## src/rtl/bullet_engine.sv

```systemverilog
// bullet_engine: per-player projectile spawner, mover and hit detector.
// Optional feature macro BULLET_AUTOFIRE_EN: a held fire button retriggers each time the cooldown expires.
module bullet_engine #(
  parameter int N_BULLETS = 4,
  parameter int XW        = 10,
  parameter int YW        = 10,
  parameter int SCREEN_W  = 640,
  parameter int SPEED     = 4,
  parameter int TGT_W     = 16,
  parameter int TGT_H     = 16,
  parameter int COOLDOWN  = 8
) (
  input  logic                    clk_i,
  input  logic                    reset_ni,
  input  logic                    clear_i,
  input  logic                    enable_i,
  input  logic                    frame_tick_i,
  input  logic                    fire_i,
  input  logic                    dir_i,
  input  logic [XW-1:0]           shooter_x_i,
  input  logic [YW-1:0]           shooter_y_i,
  input  logic [XW-1:0]           target_x_i,
  input  logic [YW-1:0]           target_y_i,
  output logic [N_BULLETS*XW-1:0] bullet_x_o,
  output logic [N_BULLETS*YW-1:0] bullet_y_o,
  output logic [N_BULLETS-1:0]    bullet_active_o,
  output logic                    fire_ack_o,
  output logic                    hit_o
);

  localparam int            CW        = (COOLDOWN > 0) ? $clog2(COOLDOWN + 1) : 1;
  localparam logic [CW-1:0] COOL_LOAD = CW'(COOLDOWN);
  localparam logic [XW:0]   SPEED_X   = (XW+1)'(SPEED);
  localparam logic [XW:0]   SCREEN_X  = (XW+1)'(SCREEN_W);
  localparam logic [XW:0]   TGT_W_X   = (XW+1)'(TGT_W);
  localparam logic [YW:0]   TGT_H_Y   = (YW+1)'(TGT_H);

  typedef enum logic {
    S_FREE,
    S_FLYING
  } slot_state_e;

  slot_state_e   r_state [N_BULLETS];
  logic [XW-1:0] r_x     [N_BULLETS];
  logic [YW-1:0] r_y     [N_BULLETS];
  logic          r_dir   [N_BULLETS];
  logic [CW-1:0] r_cool;
  logic          r_fire_prev;
  logic          r_fire_ack;
  logic          r_hit;

  slot_state_e    w_state [N_BULLETS];
  logic [XW-1:0]  w_x     [N_BULLETS];
  logic [YW-1:0]  w_y     [N_BULLETS];
  logic           w_dir   [N_BULLETS];
  logic [XW:0]    w_sum   [N_BULLETS];
  logic [XW:0]    w_diff  [N_BULLETS];
  logic [N_BULLETS-1:0] w_alloc_oh;
  logic [N_BULLETS-1:0] w_hit_vec;
  logic           w_found;
  logic           w_fire_edge;
  logic           w_fire_try;
  logic           w_cool_ok;
  logic           w_do_fire;
  logic [CW-1:0]  w_cool;

  // Hit window and lowest-free-slot search; a slot freed this cycle is
  // still FLYING here, so it only becomes allocatable next cycle.
  always_comb begin
    // NOTE: every combinational output gets a default first so no path can infer a latch.
    w_alloc_oh = '0;
    w_hit_vec  = '0;
    w_found    = 1'b0;
    for (int k = 0; k < N_BULLETS; k++) begin
      if (r_state[k] == S_FREE && !w_found) begin
        w_alloc_oh[k] = 1'b1;
        w_found       = 1'b1;
      end
      w_hit_vec[k] = enable_i && (r_state[k] == S_FLYING)
                     && ({1'b0, r_x[k]} >= {1'b0, target_x_i})
                     && ({1'b0, r_x[k]} <  ({1'b0, target_x_i} + TGT_W_X))
                     && ({1'b0, r_y[k]} >= {1'b0, target_y_i})
                     && ({1'b0, r_y[k]} <  ({1'b0, target_y_i} + TGT_H_Y));
    end
  end

  always_comb begin
    w_fire_edge = fire_i & ~r_fire_prev;
`ifdef BULLET_AUTOFIRE_EN
    // Cooldown reaching zero on this tick counts as expired, giving a period of COOLDOWN ticks.
    w_cool_ok  = (r_cool == '0) || (frame_tick_i && (r_cool == CW'(1)));
    w_fire_try = w_fire_edge || (fire_i && frame_tick_i);
`else
    w_cool_ok  = (r_cool == '0);
    w_fire_try = w_fire_edge;
`endif
    w_do_fire = enable_i && w_fire_try && w_cool_ok && w_found;

    w_cool = r_cool;
    if (w_do_fire) begin
      w_cool = COOL_LOAD;
    end else if (frame_tick_i && (r_cool != '0)) begin
      w_cool = r_cool - CW'(1);
    end
  end

  // Per-slot next state: hit beats move; a fresh allocation is always a FREE slot.
  always_comb begin
    for (int k = 0; k < N_BULLETS; k++) begin
      w_state[k] = r_state[k];
      w_x[k]     = r_x[k];
      w_y[k]     = r_y[k];
      w_dir[k]   = r_dir[k];
      w_sum[k]   = {1'b0, r_x[k]} + SPEED_X;
      w_diff[k]  = {1'b0, r_x[k]} - SPEED_X;
      if (w_hit_vec[k]) begin
        w_state[k] = S_FREE;
      end else if (enable_i && frame_tick_i && (r_state[k] == S_FLYING)) begin
        if (!r_dir[k]) begin
          if (w_sum[k] >= SCREEN_X) w_state[k] = S_FREE;
          else                      w_x[k]     = w_sum[k][XW-1:0];
        end else begin
          if ({1'b0, r_x[k]} < SPEED_X) w_state[k] = S_FREE;
          else                          w_x[k]     = w_diff[k][XW-1:0];
        end
      end else if (w_do_fire && w_alloc_oh[k]) begin
        w_state[k] = S_FLYING;
        w_x[k]     = shooter_x_i;
        w_y[k]     = shooter_y_i;
        w_dir[k]   = dir_i;
      end
    end
  end

  // NOTE: the slot arrays are a handful of flops, not a RAM, so they are reset like any other state.
  always_ff @(posedge clk_i or negedge reset_ni) begin
    if (!reset_ni) begin
      for (int k = 0; k < N_BULLETS; k++) begin
        r_state[k] <= S_FREE;
        r_x[k]     <= '0;
        r_y[k]     <= '0;
        r_dir[k]   <= 1'b0;
      end
      r_cool      <= '0;
      r_fire_prev <= 1'b0;
      r_fire_ack  <= 1'b0;
      r_hit       <= 1'b0;
    end else if (clear_i) begin
      for (int k = 0; k < N_BULLETS; k++) begin
        r_state[k] <= S_FREE;
        r_x[k]     <= '0;
        r_y[k]     <= '0;
        r_dir[k]   <= 1'b0;
      end
      r_cool      <= '0;
      r_fire_prev <= 1'b0;
      r_fire_ack  <= 1'b0;
      r_hit       <= 1'b0;
    end else begin
      // NOTE: non-blocking assignments keep every register sampling pre-edge values.
      for (int k = 0; k < N_BULLETS; k++) begin
        r_state[k] <= w_state[k];
        r_x[k]     <= w_x[k];
        r_y[k]     <= w_y[k];
        r_dir[k]   <= w_dir[k];
      end
      r_cool      <= w_cool;
      r_fire_prev <= fire_i;
      r_fire_ack  <= w_do_fire;
      r_hit       <= |w_hit_vec;
    end
  end

  always_comb begin
    bullet_x_o      = '0;
    bullet_y_o      = '0;
    bullet_active_o = '0;
    for (int k = 0; k < N_BULLETS; k++) begin
      bullet_x_o[k*XW +: XW] = r_x[k];
      bullet_y_o[k*YW +: YW] = r_y[k];
      bullet_active_o[k]     = (r_state[k] == S_FLYING);
    end
  end

  assign fire_ack_o = r_fire_ack;
  assign hit_o      = r_hit;

endmodule

```

## config.mk

```make
export PLATFORM = sky130hd
export DESIGN_NAME = bullet_engine
export DESIGN_NICKNAME = d
export VERILOG_FILES = /design/src/rtl/bullet_engine.sv
export SDC_FILE = /design/constraint.sdc
export NUM_CORES = 1
export LEC_CHECK = 0
export ABC_CLOCK_PERIOD_IN_PS = 5950
export CAP_MARGIN = 20
export CORE_UTILIZATION = 45
export CTS_CLUSTER_SIZE = 24
export DETAILED_ROUTE_END_ITERATION = 10
export HOLD_SLACK_MARGIN = 0.03
export PLACE_DENSITY = 0.69
export SLEW_MARGIN = 25
export SYNTH_ARGS = -nofsm -noshare
export SYNTH_HDL_FRONTEND = slang
export SYNTH_SLANG_ARGS = --single-unit
```

## constraint.sdc

```tcl
create_clock -name clk_i -period 5.95 [get_ports clk_i]
set_input_delay 0.595 -clock clk_i [delete_from_list [all_inputs] [get_ports clk_i]]
set_output_delay 0.595 -clock clk_i [all_outputs]
set_load 0.1 [all_outputs]
```

# After elaboration in Yosys (flattened, before gate mapping)
# Cells that the tools add are included.
[word_totals]
mem_count = 0
register_bits = 95
ram_bits = 0
wordCells = 239
rom_bits = 0
output_inout_bits = 86
latchBits = 0
input_bits = 47
[classes]
magnitude_cmp = 24
n_bitwise = 5
multipliers = 0
div = 0
n_eq_ne = 24
n_shift = 0
n_reduce_logical = 66
muxes = 89
add_sub_neg = 11
[ops]
columns = ["cell", "count"]
rows = [
  ["$mux W10", 36],
  ["$lt A10 B11 Y1", 8],
  ["$ge A10 B10 Y1", 8],
  ["$mux W40", 2],
  ["$mux W1", 46],
  ["$add A10 B3 Y11 const B", 4],
  ["$ge A11 B10 Y1 const B", 4],
  ["$lt A10 B3 Y1 const B", 4],
  ["$ne A5 B4 Y1 const B", 8],
  ["$sub A10 B3 Y10 const B", 4],
  ["$logic_and A1 B1 Y1", 36],
  ["$ne A4 B4 Y1 const B", 8],
  ["$reduce_and A3 Y1", 8],
  ["$add A10 B5 Y11 const B", 2],
  ["$mux W4", 5],
  ["$reduce_bool A4 Y1", 5],
  ["$ne A2 B2 Y1 const B", 8],
  ["$reduce_and A4 Y1", 4],
  ["$reduce_bool A3 Y1", 5],
  ["$reduce_bool A2 Y1", 4],
  ["$logic_not A4 Y1", 1],
  ["$not A1 Y1", 4],
  ["$reduce_or A4 Y1", 1],
  ["$sub A4 B1 Y4 const B", 1],
  ["other kinds (2)", 3],
]

# Logic depth before layout (Yosys ltp)
[depth]
word_depth = 15
mapped_depth = 13
mapped_depth_nobuf = 12

# Least setup slack after synthesis
# No wires, ideal clock.
[synth_timing]
path_type = "register to register"
from = "register r_x, in the netlist bullet_x_o[5]"
to = "register r_x, in the netlist bullet_x_o[2]"
setup_ns = 0.136
setup_slack_ns = 2.892
t_required_ns = 5.814
arrival_ns = 2.922
synth_period_minus_slack_ns = 3.058
path_stages_with_launch = 10
path_buffers = 1
cell_sequence = "dfrtp_1 -> ha_1 -> a211o_1 -> o32a_1 -> maj3_1 -> o21ai_1 -> a21oi_2 -> buf_6 -> mux2i_1 -> a21oi_1"
[synth_via]
elab_chain_len = 7
elab_cells_between_ends = 13
cone_classes = "add/sub (1); order compare (4); eq/ne (3); reduce/logical (5)"
[synth_lines]
columns = ["item", "line", "text"]
rows = [
  ["start, declared", "44", "logic [XW-1:0] r_x [N_BULLETS];"],
  ["start signal, assigned by index", "163", "r_x[k] <= w_x[k];"],
  ["parallel branches: the longest is 6 deep, another holds $add A10 B3 Y11", "n/a", ""],
  ["$reduce_and A4 Y1 (no line) (*)", "n/a", ""],
]
# Mark *: on every way between the ends.
# A chain may end at the register's enable or synchronous reset.

# Worst setup path after layout
[layout_timing]
from = "input port target_y_i[4]"
to = "register r_x, in the netlist bullet_x_o[19]"
[layout_via]
elab_chain_len = 5
elab_cells_between_ends = 7
cone_classes = "add/sub (1); order compare (2); eq/ne (1); reduce/logical (3)"
[layout_lines]
columns = ["item", "line", "text"]
rows = [
  ["start, declared", "23", "input logic [YW-1:0] target_y_i,"],
  ["$add A10 B5 Y11 or $ge A10 B10 Y1 (tied branches)", "83, 82", ""],
  ["$lt A10 B11 Y1 or $logic_and A1 B1 Y1 (tied branches)", "83, 82", ""],
  ["$logic_and A1 B1 Y1 (*)", "83", "&& ({1'b0, r_y[k]} < ({1'b0, target_y_i} + TGT_H_Y));"],
  ["$ne A2 B2 Y1 (no line) (*)", "n/a", ""],
  ["$reduce_and A4 Y1 (no line) (*)", "n/a", ""],
]
# Mark *: on every way between the ends. The rest lies on a longest branch, timed or not.

==> impl_results.rst <==
.. list-table::
   :header-rows: 1

   * - Metric
     - Value
   * - Clock tree skew after final layout
     - around 0.009 ns
   * - Initial standard-cell utilization of the core
     - 46.1%
   * - Biggest fanout along the worst timing path
     - 12
   * - Core region area
     - 18,700 um^2
   * - Half-perimeter wire length after placement
     - 20.6 mm
   * - Post-route DRC
     - 0
   * - Cell occurring most often along the worst timing path
     - ha_1
   * - Number of filler instances in the final layout
     - 1,751
   * - Overall routed net length
     - 27.7 mm
   * - VDD IR-drop max
     - 147 uV
   * - Synth Area per Inst
     - around 8.2 um^2
   * - Post-Synthesis Cells
     - about 1,100
   * - Commonest cells post-synth
     - nand2_1 (166), ha_1 (127), a21oi_1 (104)
   * - TritonCTS Sinks
     - 95
   * - Post-route antenna net violation count
     - 0
   * - Setup bufs post-CTS
     - 0
   * - Largest net degree at the start of global routing
     - a little under 60
   * - GRT Overall Usage
     - ~28%
   * - Leading register cell type out of synthesis
     - dfrtp_1
   * - Vias post-DR
     - 8,547
   * - Master cell of the clock root buffer
     - clkbuf_16
   * - Asr flop ratio synth
     - 100%
   * - Dominant delay contributor by cell family on the critical path
     - compound AO/OA/AOI/OAI gates
   * - Met3 capacity usage during global routing
     - under 10%
   * - Hold buffer count at CTS
     - 0
   * - Post-cts sizing count
     - 0
   * - RSZ-0062 raised after global routing
     - no
   * - Fmax achieved
     - between 0.2 and 0.3 GHz
   * - Most Crowded Layer GR
     - met2
   * - Met1 Usage GRT
     - about two fifths
   * - Relative slew slack
     - a little under a third
   * - Final Max Tran Viols
     - 0
   * - Share of the synthesized area in the top cell type
     - 27.6%
   * - Worst-path cell chain
     - clkdlybuf4s50_1 -> ha_1 -> nand3_1 -> xnor2_1 -> ha_1 -> a2111oi_0 -> o211ai_1 -> a221oi_1 -> nor3b_1 -> a21oi_2 -> o311a_1 -> o31ai_1
   * - DRT iter0 DRCs
     - 880
   * - Synthesized Nets
     - roughly 1,200
   * - Number of max-cap violations
     - 0
   * - GP Congestion
     - between 0.9 and 1
   * - Vertical die dimension
     - 140 um
   * - Minimum clock period
     - 3.99 ns
   * - Top cells by area, synth
     - dfrtp_1 (28%), ha_1 (18%), nand2_1 (7.2%)
   * - Number of ports placed on the die boundary
     - 133
   * - CTS max path bufs
     - 2
   * - Clock tree from TritonCTS
     - yes
   * - Placed Instance Area
     - 9990 um^2
   * - Outcome
     - complete, no violations
   * - Portion of the post-synthesis area used by sequential elements
     - 27.6%
   * - Final design area excluding fillers
     - 10,300 um^2
   * - Number of warning messages in the yosys log
     - 0
   * - Combined buffer and inverter count along the critical path
     - 1
   * - Power Density
     - 205 nW/um^2
   * - Total congestion overflow
     - 0
   * - Required time reported for the critical path endpoint
     - around 6.2 ns
   * - Total setup violations reported at the end of the flow
     - 0
   * - Clock network latency to the later pin of the worst-skew pair
     - 0.36 ns
   * - Slew of the pin with the lowest slew margin
     - 1.03 ns
   * - Number of enable-type register cells in the synthesized netlist
     - 0
   * - # H-tree levels
     - 3
   * - Startpoint kind of the worst setup timing path
     - input port
   * - Netlist area before placement
     - 8620 um^2
   * - DRT Pass-1 Iters
     - 5
   * - Clock slew seen by the registers of the worst setup and hold paths
     - 0.08 ns
   * - Critical Path AT
     - about 4.2 ns
   * - Worst stage delay on the critical path
     - 0.65 ns
   * - Routed wirelength normalized by instance count
     - between 20 and 25 um
   * - TritonCTS buffer count
     - 9
   * - Share of layout cells above drive strength 1
     - 3.83%
   * - Hold violation total from the final report
     - 0
   * - Type of the most critical hold path
     - input port to async pin
   * - Logic depth of the worst path, buffers included
     - 12
   * - Via count of the first global-routing pass
     - roughly 7,700
   * - Crit-path slowest cell
     - clkdlybuf4s50_1
   * - Area enclosed by the die boundary
     - 19,700 um^2
   * - Area Overhead vs Synth
     - 19.6%
   * - Initial antenna violation count
     - 1
   * - P_leak
     - 4.40 nW
   * - Worst R2R Path Depth
     - 10
   * - Element type at the critical path end
     - flop
   * - Area occupied by multi-input gates
     - 5790 um^2
   * - Via-per-instance ratio
     - between 6 and 7
   * - Number of synthesized register bits
     - 95
   * - Final net count
     - 1,319
   * - Diodes inserted
     - 0
   * - Row count
     - 50
   * - Horizontal die dimension
     - 140 um
   * - Most frequently used cell type in the post-synthesis netlist
     - nand2_1
   * - Met2 Resource Use GR
     - 44.8%
   * - Number of I/O port buffers
     - 132
   * - Distinct cell type count of the synthesized netlist
     - 87
   * - Worst R2R Setup Slack
     - between 2 and 3 ns
   * - Wire length of the first global-routing pass
     - 43.2 mm
   * - Sequential standard cell area
     - 2380 um^2
   * - Final cycle utilization of the critical path
     - 67.1%
   * - Setup CP Type
     - input port to flop
   * - Final TNS setup
     - 0 ns
   * - Post-synth top area cell
     - dfrtp_1
-- final timing paths --
check	end	startpoint
setup / recovery	bullet_x_o[19]	target_y_i[4]
hold / removal	bullet_x_o[7]	reset_ni
setup reg to reg	bullet_x_o[17]	bullet_y_o[10]
hold reg to reg	bullet_x_o[30]	bullet_x_o[30]
max in group asynchronous	bullet_y_o[4]	reset_ni
min in group clk_i	bullet_x_o[30]	bullet_x_o[30]
-- routing by layer --
metal | vias to the layer above | part of all wire [%]
met5 | - | 0
met4 | 0 | 2.9
met3 | 52 | 7.0
met2 | 354 | 45
met1 | 4089 | 45
li1 | 4052 | -
-- layout make-up --
class,count,area share [%]
clock buffers,9,2.19
well taps,234,2.84
repair buffers,136,13.1
multi-input cells,855,56.2
clock inverters,7,0.838
inverters,48,1.75
flip-flops and latches,95,23.1
-- state kept, by name, summed over array words and instances (netlist names) --
register         cells
r_cool               4
r_fire_prev          1
fire_ack_o           1
hit_o                1
bullet_active_o      4
bullet_y_o          40
bullet_x_o          40
r_dir                4
-- where the power goes --
part | total (mW) | leakage (nW) | switching [mW] | internal [mW]
Sequential | 0.757 | 1.31 | 0.0739 | 0.683
Clock | 0.628 | 0.154 | 0.292 | 0.336
Combinational | 0.722 | 2.93 | 0.487 | 0.236
-- cell usage in the layout (no fill, tap or decap), drive strengths merged, types with 4 or more instances in the layout --
cell type	instances
a211o	4
or4b	4
a22o	4
o211ai	8
a21o	12
nor3b	4
dfrtp	95
a21oi	106
o21a	12
clkdlybuf4s50	130
buf	6
nor3	33
ha	127
clkbuf	9
nand3	37
o21ai	67
nand2	168
xnor2	12
nor2	50
a31oi	15
a41oi	4
and2	7
inv	51
nor2b	12
and3	8
nor4	13
a2111oi	4
nand2b	18
mux2i	18
nand4	9
or3	7
o311ai	4
a211oi	12
o31ai	20
o311a	4
a221oi	5
-- cell families after synthesis --
kind of cell	count (synthesis)	share of synthesized area, %
AO/OA/AOI/OAI	308	23.1
XOR/XNOR	14	1.51
adder cells (fa/ha/maj)	129	18.7
buffers and inverters	106	5.20
flip-flops	95	27.6
multiplexers	19	2.22
AND/OR/NAND/NOR	385	21.7
-- through the flow --
step,setup WS [ns],power [mW],instances,util (%),hold slack [ns]
5_1_grt,1.71,2.20,1384,55.1,0.308
4_1_cts,1.98,2.11,1384,55.1,0.269
3_5_place_dp,1.61,1.48,1368,53.4,0.531
3_3_place_gp,1.86,1.47,1368,53.4,0.530
6_report,1.96,2.11,1384,55.1,0.243
2_1_floorplan,2.89,1.27,1056,-,0.299
Power figures use the tool's default switching activity.
